File: src/rtl/alu_sequencer.sv
// alu_sequencer: fetch/decode/execute/write-back control for the 9-bit ALU.
// Holds an 8x9-bit register file, drives the ALU opcode/operands for one cycle
// per instruction and writes the ALU result back to R[rd].
module alu_sequencer #(
    parameter  int unsigned PC_W    = 8,
    parameter  int unsigned DATA_W  = 9,
    localparam int unsigned INSTR_W = 16,
    localparam int unsigned OP_W    = 4,
    localparam int unsigned RIDX_W  = 3,
    localparam int unsigned RET_W   = 16
) (
    input  logic               clk,
    input  logic               rst_n,
    input  logic               start,
    output logic               imem_en,
    output logic [PC_W-1:0]    imem_addr,
    input  logic [INSTR_W-1:0] imem_rdata,
    output logic [OP_W-1:0]    alu_op,
    output logic [DATA_W-1:0]  alu_a,
    output logic [DATA_W-1:0]  alu_b,
    input  logic [DATA_W-1:0]  alu_result,
    output logic               halted,
    output logic               illegal,
    output logic [RET_W-1:0]   retired,
    input  logic [RIDX_W-1:0]  dbg_sel,
    output logic [DATA_W-1:0]  dbg_data
);

    localparam int unsigned IMM_W = 6;
    localparam int unsigned NREG  = 8;

    localparam logic [OP_W-1:0] OP_AND  = 4'h0;
    localparam logic [OP_W-1:0] OP_OR   = 4'h1;
    localparam logic [OP_W-1:0] OP_NOT  = 4'h2;
    localparam logic [OP_W-1:0] OP_ADD  = 4'h3;
    localparam logic [OP_W-1:0] OP_MOV  = 4'h4;
    localparam logic [OP_W-1:0] OP_SLL  = 4'h5;
    localparam logic [OP_W-1:0] OP_SRL  = 4'h6;
    localparam logic [OP_W-1:0] OP_SUB  = 4'h7;
    localparam logic [OP_W-1:0] OP_ADDI = 4'h8;
    localparam logic [OP_W-1:0] OP_SUBI = 4'h9;
    localparam logic [OP_W-1:0] OP_MOVI = 4'hA;
    localparam logic [OP_W-1:0] OP_NOP  = 4'hB;
    localparam logic [OP_W-1:0] OP_HALT = 4'hF;

    typedef enum logic [2:0] {
        S_IDLE,
        S_FETCH,
        S_DECODE,
        S_EXEC,
        S_WB,
        S_HALT
    } state_e;

    state_e              state_q, state_d;
    logic [PC_W-1:0]     pc_q, pc_d;
    logic [RIDX_W-1:0]   rd_q, rd_d;
    logic [DATA_W-1:0]   result_q, result_d;
    logic [OP_W-1:0]     alu_op_q, alu_op_d;
    logic [DATA_W-1:0]   alu_a_q, alu_a_d;
    logic [DATA_W-1:0]   alu_b_q, alu_b_d;
    logic                imem_en_q, imem_en_d;
    logic                halted_q, halted_d;
    logic                illegal_q, illegal_d;
    logic [RET_W-1:0]    retired_q, retired_d;
    logic [DATA_W-1:0]   rf_q [NREG];

    logic                rf_we;
    logic                retire_inc;

    // Instruction fields, valid while in DECODE (memory data arrives then).
    logic [OP_W-1:0]     dec_op;
    logic [RIDX_W-1:0]   dec_rd;
    logic [RIDX_W-1:0]   dec_rs;
    logic [IMM_W-1:0]    dec_imm;
    logic [DATA_W-1:0]   imm_ext;

    assign dec_op  = imem_rdata[15:12];
    assign dec_rd  = imem_rdata[11:9];
    assign dec_rs  = imem_rdata[8:6];
    assign dec_imm = imem_rdata[5:0];
    assign imm_ext = DATA_W'(dec_imm);

    // Next-state, operand selection and bookkeeping.
    always_comb begin
        state_d    = state_q;
        pc_d       = pc_q;
        rd_d       = rd_q;
        result_d   = result_q;
        alu_op_d   = OP_NOP;
        alu_a_d    = '0;
        alu_b_d    = '0;
        imem_en_d  = 1'b0;
        halted_d   = halted_q;
        illegal_d  = illegal_q;
        rf_we      = 1'b0;
        retire_inc = 1'b0;

        case (state_q)
            S_IDLE: begin
                if (start) begin
                    state_d   = S_FETCH;
                    pc_d      = '0;
                    imem_en_d = 1'b1;
                end
            end

            S_FETCH: begin
                state_d = S_DECODE;
            end

            S_DECODE: begin
                rd_d = dec_rd;
                pc_d = pc_q + PC_W'(1);
                case (dec_op)
                    OP_HALT: begin
                        state_d  = S_HALT;
                        halted_d = 1'b1;
                    end
                    OP_AND, OP_OR, OP_ADD, OP_SUB: begin
                        state_d  = S_EXEC;
                        alu_op_d = dec_op;
                        alu_a_d  = rf_q[dec_rd];
                        alu_b_d  = rf_q[dec_rs];
                    end
                    OP_NOT, OP_MOV, OP_SLL, OP_SRL: begin
                        state_d  = S_EXEC;
                        alu_op_d = dec_op;
                        alu_a_d  = rf_q[dec_rs];
                    end
                    OP_ADDI, OP_SUBI: begin
                        state_d  = S_EXEC;
                        alu_op_d = dec_op;
                        alu_a_d  = rf_q[dec_rd];
                        alu_b_d  = imm_ext;
                    end
                    OP_MOVI: begin
                        state_d  = S_EXEC;
                        alu_op_d = dec_op;
                        alu_b_d  = imm_ext;
                    end
                    OP_NOP: begin
                        state_d    = S_FETCH;
                        imem_en_d  = 1'b1;
                        retire_inc = 1'b1;
                    end
                    default: begin
                        // C/D/E: retire as a no-op and flag it.
                        state_d    = S_FETCH;
                        imem_en_d  = 1'b1;
                        retire_inc = 1'b1;
                        illegal_d  = 1'b1;
                    end
                endcase
            end

            S_EXEC: begin
                result_d = alu_result;
                state_d  = S_WB;
            end

            S_WB: begin
                rf_we      = 1'b1;
                retire_inc = 1'b1;
                state_d    = S_FETCH;
                imem_en_d  = 1'b1;
            end

            S_HALT: begin
                if (start) begin
                    state_d   = S_FETCH;
                    pc_d      = '0;
                    halted_d  = 1'b0;
                    imem_en_d = 1'b1;
                end
            end

            default: begin
                state_d = S_IDLE;
            end
        endcase

        retired_d = retired_q;
        if (retire_inc && (retired_q != {RET_W{1'b1}})) begin
            retired_d = retired_q + RET_W'(1);
        end
    end

    // State, datapath and register-file update.
    always_ff @(posedge clk or negedge rst_n) begin
        if (!rst_n) begin
            state_q   <= S_IDLE;
            pc_q      <= '0;
            rd_q      <= '0;
            result_q  <= '0;
            alu_op_q  <= OP_NOP;
            alu_a_q   <= '0;
            alu_b_q   <= '0;
            imem_en_q <= 1'b0;
            halted_q  <= 1'b0;
            illegal_q <= 1'b0;
            retired_q <= '0;
            for (int i = 0; i < int'(NREG); i++) begin
                rf_q[i] <= '0;
            end
        end else begin
            state_q   <= state_d;
            pc_q      <= pc_d;
            rd_q      <= rd_d;
            result_q  <= result_d;
            alu_op_q  <= alu_op_d;
            alu_a_q   <= alu_a_d;
            alu_b_q   <= alu_b_d;
            imem_en_q <= imem_en_d;
            halted_q  <= halted_d;
            illegal_q <= illegal_d;
            retired_q <= retired_d;
            if (rf_we) begin
                rf_q[rd_q] <= result_q;
            end
        end
    end

    assign imem_en   = imem_en_q;
    assign imem_addr = pc_q;
    assign alu_op    = alu_op_q;
    assign alu_a     = alu_a_q;
    assign alu_b     = alu_b_q;
    assign halted    = halted_q;
    assign illegal   = illegal_q;
    assign retired   = retired_q;
    assign dbg_data  = rf_q[dbg_sel];

endmodule
File: config.mk
export PLATFORM = sky130hd
export DESIGN_NAME = alu_sequencer
export DESIGN_NICKNAME = d
export VERILOG_FILES = /design/src/rtl/alu_sequencer.sv
export SDC_FILE = /design/constraint.sdc
export NUM_CORES = 1
export LEC_CHECK = 0
export ABC_AREA = 1
export CAP_MARGIN = 10
export CORE_MARGIN = 1.5
export CORE_UTILIZATION = 45
export CTS_CLUSTER_SIZE = 25
export DETAILED_ROUTE_END_ITERATION = 10
export PLACE_DENSITY_LB_ADDON = 0.1
export SETUP_SLACK_MARGIN = 0.3
export SLEW_MARGIN = 10
export SYNTH_ARGS = -nofsm -noshare
export SYNTH_HDL_FRONTEND = slang
export SYNTH_SLANG_ARGS = --single-unit
File: constraint.sdc
create_clock -name clk -period 2.5 [get_ports clk]
set_input_delay 0.375 -clock clk [delete_from_list [all_inputs] [get_ports clk]]
set_output_delay 0.375 -clock clk [all_outputs]
set_load 0.05 [all_outputs]
==> impl_metrics.json <==
{
  "r2r_end": "retired[15]",
  "layout_commonest_cell": "nand2_1",
  "crit_path_start_kind": "register",
  "grt_max_degree": 51,
  "dp_hpwl_mm": 15.5,
  "cp_cell_sequence": "clkdlybuf4s50_1",
  "finClkSkew_ps": 5.05,
  "power_frac_seq": 0.379,
  "status": "finished clean",
  "synth_cell_types": 36,
  "crit_buf_inv": 1,
  "leakage_uw": 0.00451,
  "final_cell_mix": "nand2_1 (348), nand3_1 (140), dfrtp_1 (133)",
  "finalInstanceArea_um2": 9570,
  "via_per_inst": 5.32,
  "first_global_vias": 6802,
  "vias": 7405,
  "power_frac_clock": 0.265,
  "p_per_area_nw_per_um2": 989,
  "cts_tree": "built",
  "clock_sinks": 136,
  "hold_viol_final": 0,
  "detail_route.first_pass.iterations": 5,
  "io_buffers": 88,
  "rsz0062_at_grt": "no",
  "cp_slowest_stage_delay_ps": 850,
  "relSlewSlack": 0.527,
  "crit_required_ps": 2120,
  "clock.fmax_mhz": 477,
  "p_int_uw": 5630,
  "p_sw_uw": 3830,
  "dieWidth_um": 134,
  "num_io_pins": 89,
  "cts.htree.levels": 4,
  "finalCriticalPeriod_ps": 2100,
  "clock-root-buffer": "clkbuf_16",
  "rr_startpoint": "state_q[0]",
  "slew_viol_final": 0,
  "cts_buffer_depth": 2,
  "p_comb_frac": 0.356,
  "setup-tns-final_ps": 0,
  "clkLatencyLatePin_ps": 420,
  "netlist_instances": 1078,
  "ff2ff_setup_slack_ps": 680,
  "synth_area_um2": 7670,
  "antenna_found_initial": 0,
  "initial_core_util": 0.461,
  "routabilityCongestion": 0.923,
  "antenna_left": 0,
  "crit_fanout": 6,
  "drv_cap": 0,
  "grtUsageTotal": 0.272,
  "die_y_um": 134,
  "hold_path.class": "input port to asynchronous set/reset pin",
  "fillCellCount": 1636,
  "drive_above_1_share": 0.0776,
  "grt_pass1_wl_mm": 37.5,
  "vdd_drop_max_mv": 0.595,
  "ff2ff_path_depth": 7,
  "core_um2": 16600,
  "area_growth_pct": 24.7,
  "path_delay_family": "buffers and inverters",
  "crit_type": "register to output port",
  "row_count": 47,
  "place_area_um2": 8940,
  "cpMaxStageDelayCell": "clkdlybuf4s50_1",
  "dieArea_um2": 17800,
  "drc_errors": 0,
  "avgSynthCellArea_um2": 7.12,
  "ys_seq_area_frac": 0.444,
  "yosys_warnings": 0,
  "syn-num-nets": 1111,
  "synth-seq-cells": 136,
  "cts-buffers-inserted": 17,
  "setup-violations-final": 0,
  "period_share": 0.839,
  "fin_nets": 1192,
  "worstMarginPinSlew_ps": 707,
  "synthArstFlopShare": 1.00,
  "switching_share": 0.405,
  "synth_ff_type": "dfrtp_1",
  "cp.arrival_ps": 1720,
  "clk_pin_slew_ps": 60,
  "critPathCaptureType": "output port",
  "synth_edf_count": 0,
  "overflow": 0,
  "first_iter_violations": 630,
  "insertedDiodeCount": 0,
  "drt_wl_total_mm": 22.9,
  "wl_per_cell_um": 16.4
}
==> flip-flops by register name (all words and copies together) (netlist names) <==
| signal | count |
|---|---|
| alu_a | 9 |
| alu_b | 9 |
| alu_op | 4 |
| halted | 1 |
| illegal | 1 |
| imem_addr | 8 |
| imem_en | 1 |
| rd_q | 3 |
| result_q | 9 |
| retired | 16 |
| rf_q | 72 |
| state_q | 3 |
==> cells in the mapped netlist (2+ instances only) <==
| library cell | count | area share |
|---|---|---|
| xor2_1 | 2 | 0.0023 |
| nand4_1 | 8 | 0.0065 |
| nand3_1 | 140 | 0.091 |
| a21oi_1 | 65 | 0.042 |
| nor3_1 | 3 | 0.0020 |
| buf_4 | 2 | 0.0020 |
| nor3_4 | 2 | 0.0042 |
| a21o_1 | 2 | 0.0020 |
| o21ai_1 | 2 | 0.0013 |
| ha_1 | 2 | 0.0033 |
| buf_6 | 3 | 0.0044 |
| nor2_1 | 47 | 0.023 |
| xnor2_1 | 9 | 0.010 |
| nand2_1 | 348 | 0.17 |
| nand2_2 | 2 | 0.0016 |
| clkinv_1 | 3 | 0.0015 |
| inv_1 | 100 | 0.049 |
| o21a_1 | 7 | 0.0068 |
| inv_2 | 3 | 0.0015 |
| dfstp_2 | 3 | 0.010 |
| dfrtp_1 | 133 | 0.43 |
| buf_2 | 13 | 0.0085 |
| or2_2 | 2 | 0.0016 |
| nand4_2 | 6 | 0.0098 |
| buf_1 | 4 | 0.0020 |
| clkbuf_1 | 32 | 0.016 |
| o21ai_0 | 126 | 0.082 |
==> power by group through the flow <==
stage                     combinational, uW  sequential (uW)  clock [uW]
after floorplan                        1970             3740           0
after global placement                 3290             3590           0
after detailed placement               3340             3590           0
after CTS                              3370             3560        2540
after global routing                   3800             3680        2650
final                                  3370             3580        2510
==> kinds of logic (layout without fill, tap and decap cells) <==
kind of cell,count (synthesis),count (layout),synth area share
AND/OR/NAND/NOR,563,563,0.317
adder cells (fa/ha/maj),2,2,0.00326
flip-flops,136,136,0.444
XOR/XNOR,11,11,0.0126
buffers and inverters,160,254,0.0843
AO/OA/AOI/OAI,206,206,0.139
==> final cells by class <==
cell class	count	area (um^2)	area share
multi-input combinational	782	3620	0.378
sequential	136	3410	0.356
timing repair buffer	116	1270	0.133
clock buffer	24	502	0.0524
inverter	106	402	0.0420
tap	220	275	0.0288
clock inverter	8	92.6	0.00968
==> repair_timing <==
action	4_1_cts	5_1_grt
buffers inserted	1	0
hold endpoints to repair	46	0
endpoints found under the setup margin	9	3
gates resized for setup	3	3
hold buffers	1	0
==> layer usage <==
metal / track usage / up-vias / wire length [um] / part of all wire
met5: 0 / - / 0 / 0
met4: 0.106 / 0 / 612 / 0.027
met3: 0.0537 / 41 / 1660 / 0.073
met2: 0.389 / 315 / 9810 / 0.43
met1: 0.404 / 3397 / 10800 / 0.47
li1: - / 3652 / - / -
==> how the worst max path moves through the flow <==
stage | start | to | cells after the start
3_5_place_dp | dbg_sel[1] | dbg_data[8] | 7
4_1_cts | retired[2] | retired[2] | 1
5_1_grt | retired[3] | retired[3] | 1
2_1_floorplan | retired[0] | retired[13] | 9
6_report | retired[3] | retired[3] | 1
3_3_place_gp | dbg_sel[1] | dbg_data[8] | 7
==> per-stage QoR <==
step                      worst slack [ps]  total power, uW  utilization  instances  hold WS (ps)
after detailed placement               126             6930        0.537       1358           348
final                                  403             9460        0.575       1392           463
after CTS                              352             9470        0.575       1392           465
after global routing                   344            10100        0.575       1392           489
after global placement                 171             6880        0.537       1358           352
after floorplan                        605             5720            -       1078          79.4
Power figures use the tool's default switching activity.
